`config.mk`:
```
export PLATFORM = sky130hd
export DESIGN_NAME = vga_font_fetch
export DESIGN_NICKNAME = d
export VERILOG_FILES = /design/src/rtl/vga_font_fetch.sv
export SDC_FILE = /design/constraint.sdc
export NUM_CORES = 1
export LEC_CHECK = 0
export BUFFER_PORTS_ARGS = -buffer_cell sky130_fd_sc_hd__buf_2
export CORE_ASPECT_RATIO = 1.1
export CORE_UTILIZATION = 39
export DETAILED_ROUTE_END_ITERATION = 10
export GPL_TIMING_DRIVEN = 0
export PLACE_DENSITY = 0.87
export SLEW_MARGIN = 25
export SYNTH_ARGS = -nofsm -noshare
export SYNTH_HDL_FRONTEND = slang
export SYNTH_SLANG_ARGS = --single-unit
```
`constraint.sdc`:
```
create_clock -name clk_i -period 2.8 [get_ports clk_i]
set_input_delay 0.56 -clock clk_i [delete_from_list [all_inputs] [get_ports clk_i]]
set_output_delay 0.56 -clock clk_i [all_outputs]
set_load 0.005 [all_outputs]
```
`src/rtl/vga_font_fetch.sv`:
```
// Text-mode pixel generator: text RAM -> font ROM -> serialized pixel, 3-tick pipeline.
// Optional blinking underline cursor is built when the CURSOR_EN macro is defined.
module vga_font_fetch #(
    parameter int COLS = 80
) (
    input  logic        clk_i,
    input  logic        rst_i,
    input  logic        pix_en_i,
    input  logic [9:0]  hcount_i,
    input  logic [9:0]  vcount_i,
    input  logic        video_on_i,
    input  logic        hsync_i,
    input  logic        vsync_i,
    output logic        char_en_o,
    output logic [11:0] char_addr_o,
    input  logic [7:0]  char_data_i,
    output logic        font_en_o,
    output logic [11:0] font_addr_o,
    input  logic [7:0]  font_data_i,
    output logic        pixel_o,
    output logic        video_on_o,
    output logic        hsync_o,
    output logic        vsync_o
`ifdef CURSOR_EN
    ,
    input  logic [6:0]  cursor_col_i,
    input  logic [4:0]  cursor_row_i
`endif
);

    localparam logic [11:0] COLS_W = 12'(COLS);

    logic [6:0] col_s;
    logic [4:0] row_s;
    logic       unused_vbit_s;

    logic [3:0] glyph_s1_r;
    logic [2:0] bit_s1_r;
    logic       von_s1_r, hs_s1_r, vs_s1_r;

    logic [2:0] bit_s2_r;
    logic       von_s2_r, hs_s2_r, vs_s2_r;

    logic       font_bit_s;
    logic       cursor_hit_s;
    logic       pixel_next_s;

    assign col_s         = hcount_i[9:3];
    assign row_s         = vcount_i[8:4];
    assign unused_vbit_s = vcount_i[9];

    // Memory enables fire for exactly one clock per pixel tick; reset forces them idle.
    always_comb begin
        char_en_o = pix_en_i & video_on_i & ~rst_i;
        font_en_o = pix_en_i & von_s1_r & ~rst_i;
        if (rst_i) begin
            char_addr_o = 12'd0;
            font_addr_o = 12'd0;
        end else begin
            char_addr_o = {7'd0, row_s} * COLS_W + {5'd0, col_s};
            font_addr_o = {char_data_i, glyph_s1_r};
        end
    end

    // Stage 1: position within the glyph cell plus raster flags.
    always_ff @(posedge clk_i) begin
        if (rst_i) begin
            glyph_s1_r <= 4'd0;
            bit_s1_r   <= 3'd0;
            von_s1_r   <= 1'b0;
            hs_s1_r    <= 1'b1;
            vs_s1_r    <= 1'b1;
        end else if (pix_en_i) begin
            glyph_s1_r <= vcount_i[3:0];
            bit_s1_r   <= hcount_i[2:0];
            von_s1_r   <= video_on_i;
            hs_s1_r    <= hsync_i;
            vs_s1_r    <= vsync_i;
        end
    end

    // Stage 2: carries the bit index and flags until the font byte arrives.
    always_ff @(posedge clk_i) begin
        if (rst_i) begin
            bit_s2_r <= 3'd0;
            von_s2_r <= 1'b0;
            hs_s2_r  <= 1'b1;
            vs_s2_r  <= 1'b1;
        end else if (pix_en_i) begin
            bit_s2_r <= bit_s1_r;
            von_s2_r <= von_s1_r;
            hs_s2_r  <= hs_s1_r;
            vs_s2_r  <= vs_s1_r;
        end
    end

`ifdef CURSOR_EN
    logic [6:0] col_s1_r, col_s2_r;
    logic [4:0] row_s1_r, row_s2_r;
    logic [3:0] glyph_s2_r;
    logic [4:0] frame_cnt_r;
    logic       vsync_prev_r;

    // Cell coordinates travel with the pixel so the cursor compare lines up with stage 2.
    always_ff @(posedge clk_i) begin
        if (rst_i) begin
            col_s1_r   <= 7'd0;
            row_s1_r   <= 5'd0;
            col_s2_r   <= 7'd0;
            row_s2_r   <= 5'd0;
            glyph_s2_r <= 4'd0;
        end else if (pix_en_i) begin
            col_s1_r   <= col_s;
            row_s1_r   <= row_s;
            col_s2_r   <= col_s1_r;
            row_s2_r   <= row_s1_r;
            glyph_s2_r <= glyph_s1_r;
        end
    end

    // Frame counter: bit 4 gives a 16-on / 16-off blink.
    always_ff @(posedge clk_i) begin
        if (rst_i) begin
            frame_cnt_r  <= 5'd0;
            vsync_prev_r <= 1'b1;
        end else if (pix_en_i) begin
            vsync_prev_r <= vsync_i;
            if (vsync_prev_r && !vsync_i) begin
                frame_cnt_r <= frame_cnt_r + 5'd1;
            end
        end
    end

    // Cursor covers the bottom two glyph rows of the matching in-range cell.
    always_comb begin
        if ((cursor_col_i < 7'(COLS)) && (cursor_row_i < 5'd30) &&
            (col_s2_r == cursor_col_i) && (row_s2_r == cursor_row_i) &&
            (glyph_s2_r[3:1] == 3'b111) && frame_cnt_r[4]) begin
            cursor_hit_s = 1'b1;
        end else begin
            cursor_hit_s = 1'b0;
        end
    end
`else
    assign cursor_hit_s = 1'b0;
`endif

    assign font_bit_s   = font_data_i[3'd7 - bit_s2_r];
    assign pixel_next_s = (font_bit_s ^ cursor_hit_s) & von_s2_r;

    // Output register: pixel and raster flags leave together.
    always_ff @(posedge clk_i) begin
        if (rst_i) begin
            pixel_o    <= 1'b0;
            video_on_o <= 1'b0;
            hsync_o    <= 1'b1;
            vsync_o    <= 1'b1;
        end else if (pix_en_i) begin
            pixel_o    <= pixel_next_s;
            video_on_o <= von_s2_r;
            hsync_o    <= hs_s2_r;
            vsync_o    <= vs_s2_r;
        end
    end

endmodule

```
==> results of run 1 <==
-- through the flow --
| stage | hold slack (ps) | setup TNS (ps) |
|---|---|---|
| 3_5_place_dp | 457 | -505 |
| 4_1_cts | 475 | -180 |
| 2_1_floorplan | 441 | 0 |
| 5_1_grt | 486 | -415 |
| 6_report | 479 | -215 |
| 3_3_place_gp | 455 | -538 |
-- worst paths after layout --
check | start | end
worst max-delay path | vcount_i[7] | char_addr_o[11]
worst min-delay path | hsync_o$_SDFFE_PP1P_ | hsync_o$_SDFFE_PP1P_
worst max register to register | bit_s2_r[0]$_SDFFE_PP0P_ | pixel_o$_SDFFE_PP0P_
worst min register to register | hsync_o$_SDFFE_PP1P_ | hsync_o$_SDFFE_PP1P_
-- power groups by stage --
stage / clock (uW) / sequential, uW / combinational [uW]
after floorplan: 0 / 308 / 130
after global placement: 0 / 309 / 199
after detailed placement: 0 / 310 / 203
after CTS: 133 / 303 / 220
after global routing: 149 / 305 / 278
final: 126 / 303 / 253
-- cells by family after synthesis --
group | share of synthesized area [%]
AND/OR/NAND/NOR | 22.2
multiplexers | 20.3
flip-flops | 32.0
buffers and inverters | 4.70
adder cells (fa/ha/maj) | 12.2
AO/OA/AOI/OAI | 5.01
XOR/XNOR | 3.50
-- state kept, by name, summed over array words and instances (netlist names) --
register / cells
video_on_o: 1
pixel_o: 1
hs_s2_r: 1
vs_s1_r: 1
bit_s2_r: 3
von_s2_r: 1
vsync_o: 1
von_s1_r: 1
hs_s1_r: 1
bit_s1_r: 3
hsync_o: 1
glyph_s1_r: 4
vs_s2_r: 1
-- worst min-delay path, stage by stage (launching register included) --
cell and delay [ps]:
dfxtp_1 340, mux2i_1 60, nand2_1 50
-- layout make-up --
type,instances,share of cell area (%)
multi-input combinational,102,49.2
timing repair buffer,75,22.4
sequential,20,21.7
tap,34,2.31
inverter,8,1.63
buffer,7,1.56
clock buffer,3,1.22
-- Yosys cell counts, types with 2 or more instances --
cell	n	area (sq um)
dfxtp_1	20	400
nor2b_1	20	125
mux2i_1	19	190
nor2_1	17	63.8
ha_1	9	113
nand2_1	8	30.0
inv_1	7	26.3
a21oi_1	4	20.0
clkbuf_1	3	11.3
nand2b_1	3	18.8
xnor2_1	3	26.3
buf_1	2	7.51
buf_2	2	10.0
fa_1	2	40.0
mux4_1	2	52.6
o21ai_0	2	10.0
xor2_1	2	17.5
-- per-layer routing --
| metal | vias to the layer above | part of all wire (%) |
|---|---|---|
| met1 | 550 | 42 |
| met2 | 33 | 53 |
| met3 | 4 | 4.4 |
| met4 | 0 | 1.2 |
| met5 | - | 0 |
| li1 | 614 | - |
-- timing repair --
action,in CTS,in global routing
pin swaps,4,2
gates cloned,0,0
buffers inserted,2,4
resized for setup,11,8
endpoints found under the setup margin,3,3
==> flow_summary.ini, run 1 <==
[grt]
grt_max_degree = 11
grt_busiest_layer = met2
met1_usage_pct = 19.1
use_met2_pct = 32.3
grt_usage_pct = 16.7
met3_usage_pct = 2.10
antenna_found_initial = 0
grt_pass1_wl_um = 4460
grt_pass1_vias = 1035
grt_remaining_overflow = 0

[pwr]
intPower_uw = 486
p_sw_share_pct = 28.7
p_clk_share_pct = 18.5
vdd_drop_max_mv = 0.255
seqPwrFrac_pct = 44.4
powerDensity_mw_per_mm2 = 370
power_leakage_uw = 0.000943
power.total_uw = 682
p_sw_uw = 196
power_frac_comb_pct = 37.1

[critical_path]
worst_path_max_delay_cell = or4b_4
crit_buf_inv = 3
cp_num_cells = 9
path_max_fanout = 2
end_kind = primary output
cpPeakStageDelay_ps = 480
critPathKind = input port to primary output
startpoint_type = input port
worstPathRequired_ps = 2240
r2r_slack_ps = 1220
worstPathArrival_ps = 2410
rr_worst_depth = 3
path_common_cell = ha_4
path_cells = buf_8 > ha_4 > ha_4 > inv_2 > fa_2 > nand2b_4 > or4b_4 > o22ai_2 > buf_2
cp_top_family = adder cells

[placement]
placed_cell_area_sq_mm = 0.00168
dp_cells = 240
dpl.hpwl_um = 2200
globalplace.congestion = 0.756
io_buffer_count = 69
post-place-ws_ps = -318

[layout]
register_area_sq_um = 400
drive_gt1_share_pct = 44.7
layout.cells.non_filler = 249
diodes = 0
multi_input_area_sq_um = 907
final_cell_mix = buf_2, nor2b_1, dfxtp_1
area_growth_pct = 47.6
final_common_cell = buf_2
final_core_util_pct = 60.6
fillers = 282
final_nets = 270
stdcell_area_sq_mm = 0.00185

[drt]
routed_via_density = 4.82
firstDrtPassIters = 3
avgRoutedWirePerCell_um = 11.9
num_vias = 1201
drcViolationCount = 0
ant_nets = 0
drt_first_iter_violations = 21
wirelength_um = 2960

[synthesis]
ys_ff_latch = 20
ys.warnings.count = 0
synth_area_sq_mm = 0.00125
yosysUniqueCellTypes = 29
postSynthCellCount = 137
ys_seq_area_share_pct = 32.0
synth_flop_cell = dfxtp_1
syn_avg_cell_area_sq_um = 9.12
synth_edf_count = 0
syn_nets = 190
async_flop_share_pct = 0

[timing]
slew_viol_final = 0
period_minus_slack_ps = 2970
rsz0062_at_grt = true
fin_crit_sh_pct = 106
fin_skew_ps = 3.61
setup_violations = 2
fmax_mhz = 337
slew_headroom_pct = 67.8
hold_viol = 0
worstMarginPinSlew_ps = 483
layout_setup_ws_ps = -167

[floorplan]
core-area_sq_mm = 0.00305
die_width_um = 56.0
die_h_um = 61.4
die-area_sq_mm = 0.00344
ios = 72
fp-row-count = 21
initial_utilization_pct = 41.0

[run]
maxCapViolations = 0

[cts]
cts_buffer_depth = 2
cts_tree = built
cts_buffers = 3
clk_latency_ps = 290
htree_num_levels = 1
clk_pin_slew_worst_paths_ps = 100
holdBufCountCts = 0
numClockSinks = 20
cts-root-buf = clkbuf_4

[min_path]
min_path_type = flop to flop
min_path_cells = 2

[status]
outcome = complete, but fails checks
violations = negative setup slack
No activity file was read; power rests on OpenSTA's default activity.
==> run 2: changes to the inputs <==
Settings changed: CTS_BUF_LIST from default to sky130_fd_sc_hd__clkbuf_16.
==> run 2 against run 1 <==
- the flow still finishes with violations (negative setup slack)
- cell area grew 2.8%
- fmax is essentially flat
- clock skew is 2.8 ps lower
- count of clock-buffer cells in the layout unchanged
- sequential power about the same
- first-iteration DRC count is 14% lower
- non-clock buffer count did not move
==> flow_summary.ini, run 2 (synthesized netlist as in run 1, its figures left out) <==
[status]
outcome = complete, but fails checks
violations = negative setup slack

[timing]
hold_viol = 0
setup_tns_ps = -209
fin_crit_sh_pct = 106
worstMarginPinSlew_ps = 488
setup_violations = 2
slew_viol_final = 0
fmax_mhz = 337
layout_setup_ws_ps = -165
fin_skew_ps = 0.795
period_minus_slack_ps = 2960
slew_headroom_pct = 67.5
rsz0062_at_grt = true

[layout]
final_common_cell = buf_2
largestRegisters = glyph_s1_r: 4 flops, bit_s1_r: 3 flops, bit_s2_r: 3 flops
largest_register_ffs = 4
regMostFlops = glyph_s1_r
diodes = 0
area_growth_pct = 51.9
final_nets = 270
final_cell_mix = buf_2, nor2b_1, dfxtp_1
layout.cells.non_filler = 249
fillers = 278
final_core_util_pct = 62.3
drive_gt1_share_pct = 44.7

[floorplan]
ios = 72
initial_utilization_pct = 41.0
die-area_sq_mm = 0.00344
die_width_um = 56.0
core-area_sq_mm = 0.00305
fp-row-count = 21
die_h_um = 61.4

[cts]
cts_buffer_depth = 2
clk_pin_slew_worst_paths_ps = 50
htree_num_levels = 1
cts_tree = built
cts_buffers = 3
cts-root-buf = clkbuf_16
numClockSinks = 20
clk_latency_ps = 250

[pwr]
vdd_drop_max_mv = 0.406
power_frac_comb_pct = 30.2
power.total_uw = 838
p_sw_share_pct = 25.5
power_leakage_uw = 0.000966
p_sw_uw = 213
powerDensity_mw_per_mm2 = 442
seqPwrFrac_pct = 36.2
intPower_uw = 625
p_clk_share_pct = 33.6

[run]
maxCapViolations = 0

[drt]
drt_first_iter_violations = 18
dr_wl_met2_um = 1610
firstDrtPassIters = 4
ant_nets = 0
drt-met1-wl_um = 1220
routed_via_density = 4.84
num_vias = 1205
dr.max_layer_used = met4
avgRoutedWirePerCell_um = 12.0
wl_met3_um = 132
wirelength_um = 2990
drcViolationCount = 0

[placement]
globalplace.congestion = 0.756
dp_cells = 240
dpl.hpwl_um = 2200
post-place-ws_ps = -318
io_buffer_count = 69

[grt]
grt_usage_pct = 16.9
grt_pass1_vias = 1040
grt_max_degree = 11
antenna_found_initial = 0
grt_pass1_wl_um = 4490
grt_remaining_overflow = 0

[critical_path]
worstPathArrival_ps = 2400
worstPathRequired_ps = 2240
worstReg2RegStart = bit_s2_r[0]$_SDFFE_PP0P_
startpoint_type = input port
critPathKind = input port to primary output
path_max_fanout = 2
end_kind = primary output
crit_start = vcount_i[7]

[min_path]
min_path_type = flop to flop
hp-start = hsync_o$_SDFFE_PP1P_
## run 2: worst max-delay path, stage by stage
cell	delay, ps
buf_8	100
ha_4	230
ha_4	160
inv_2	40
fa_2	440
nand2b_4	160
or4b_4	480
o22ai_2	100
buf_2	130
## run 2: routing by layer
layer  GRT usage [%]  up-vias
met3            2.10        3
met2            33.0       34
met4            6.27        0
li1                -      615
met5               0        -
met1            19.3      553
## run 2: power by group through the flow
| stage | clock network (uW) | registers, uW | logic (uW) |
|---|---|---|---|
| 6_report | 282 | 304 | 253 |
| 5_1_grt | 302 | 305 | 278 |
| 3_3_place_gp | 0 | 309 | 199 |
| 4_1_cts | 284 | 304 | 220 |
| 2_1_floorplan | 0 | 308 | 130 |
| 3_5_place_dp | 0 | 310 | 203 |
## run 2: final cells by class
type / count / area (sq um) / share of cell area [%]
inverters: 8 / 30.0 / 1.58
multi-input cells: 102 / 907 / 47.8
flip-flops and latches: 20 / 400 / 21.1
well taps: 34 / 42.5 / 2.24
clock buffers: 3 / 75.1 / 3.96
repair buffers: 75 / 414 / 21.8
plain buffers: 7 / 28.8 / 1.52
## run 2: what timing repair did
item / CTS / global route
endpoints found under the hold margin: 0 / 0
hold buffers: 0 / 0
gates resized for setup: 11 / 8
setup endpoints to repair: 3 / 3
setup buffers: 2 / 4
pin swaps: 4 / 2
## run 2: worst paths after layout
kind                                to  slack [ps]  cells after the start
hold reg to reg   hsync_o$_SDFFE_PP1P_         470                      2
setup / recovery       char_addr_o[11]        -160                      9
setup reg to reg  pixel_o$_SDFFE_PP0P_        1210                      3
hold / removal    hsync_o$_SDFFE_PP1P_         470                      2
## run 2: stage by stage
step                      instance area [sq um]  hold slack (ps)
after floorplan                            1290              441
after global placement                     1680              455
after detailed placement                   1680              457
after CTS                                  1810              471
after global routing                       1900              500
final                                      1900              467
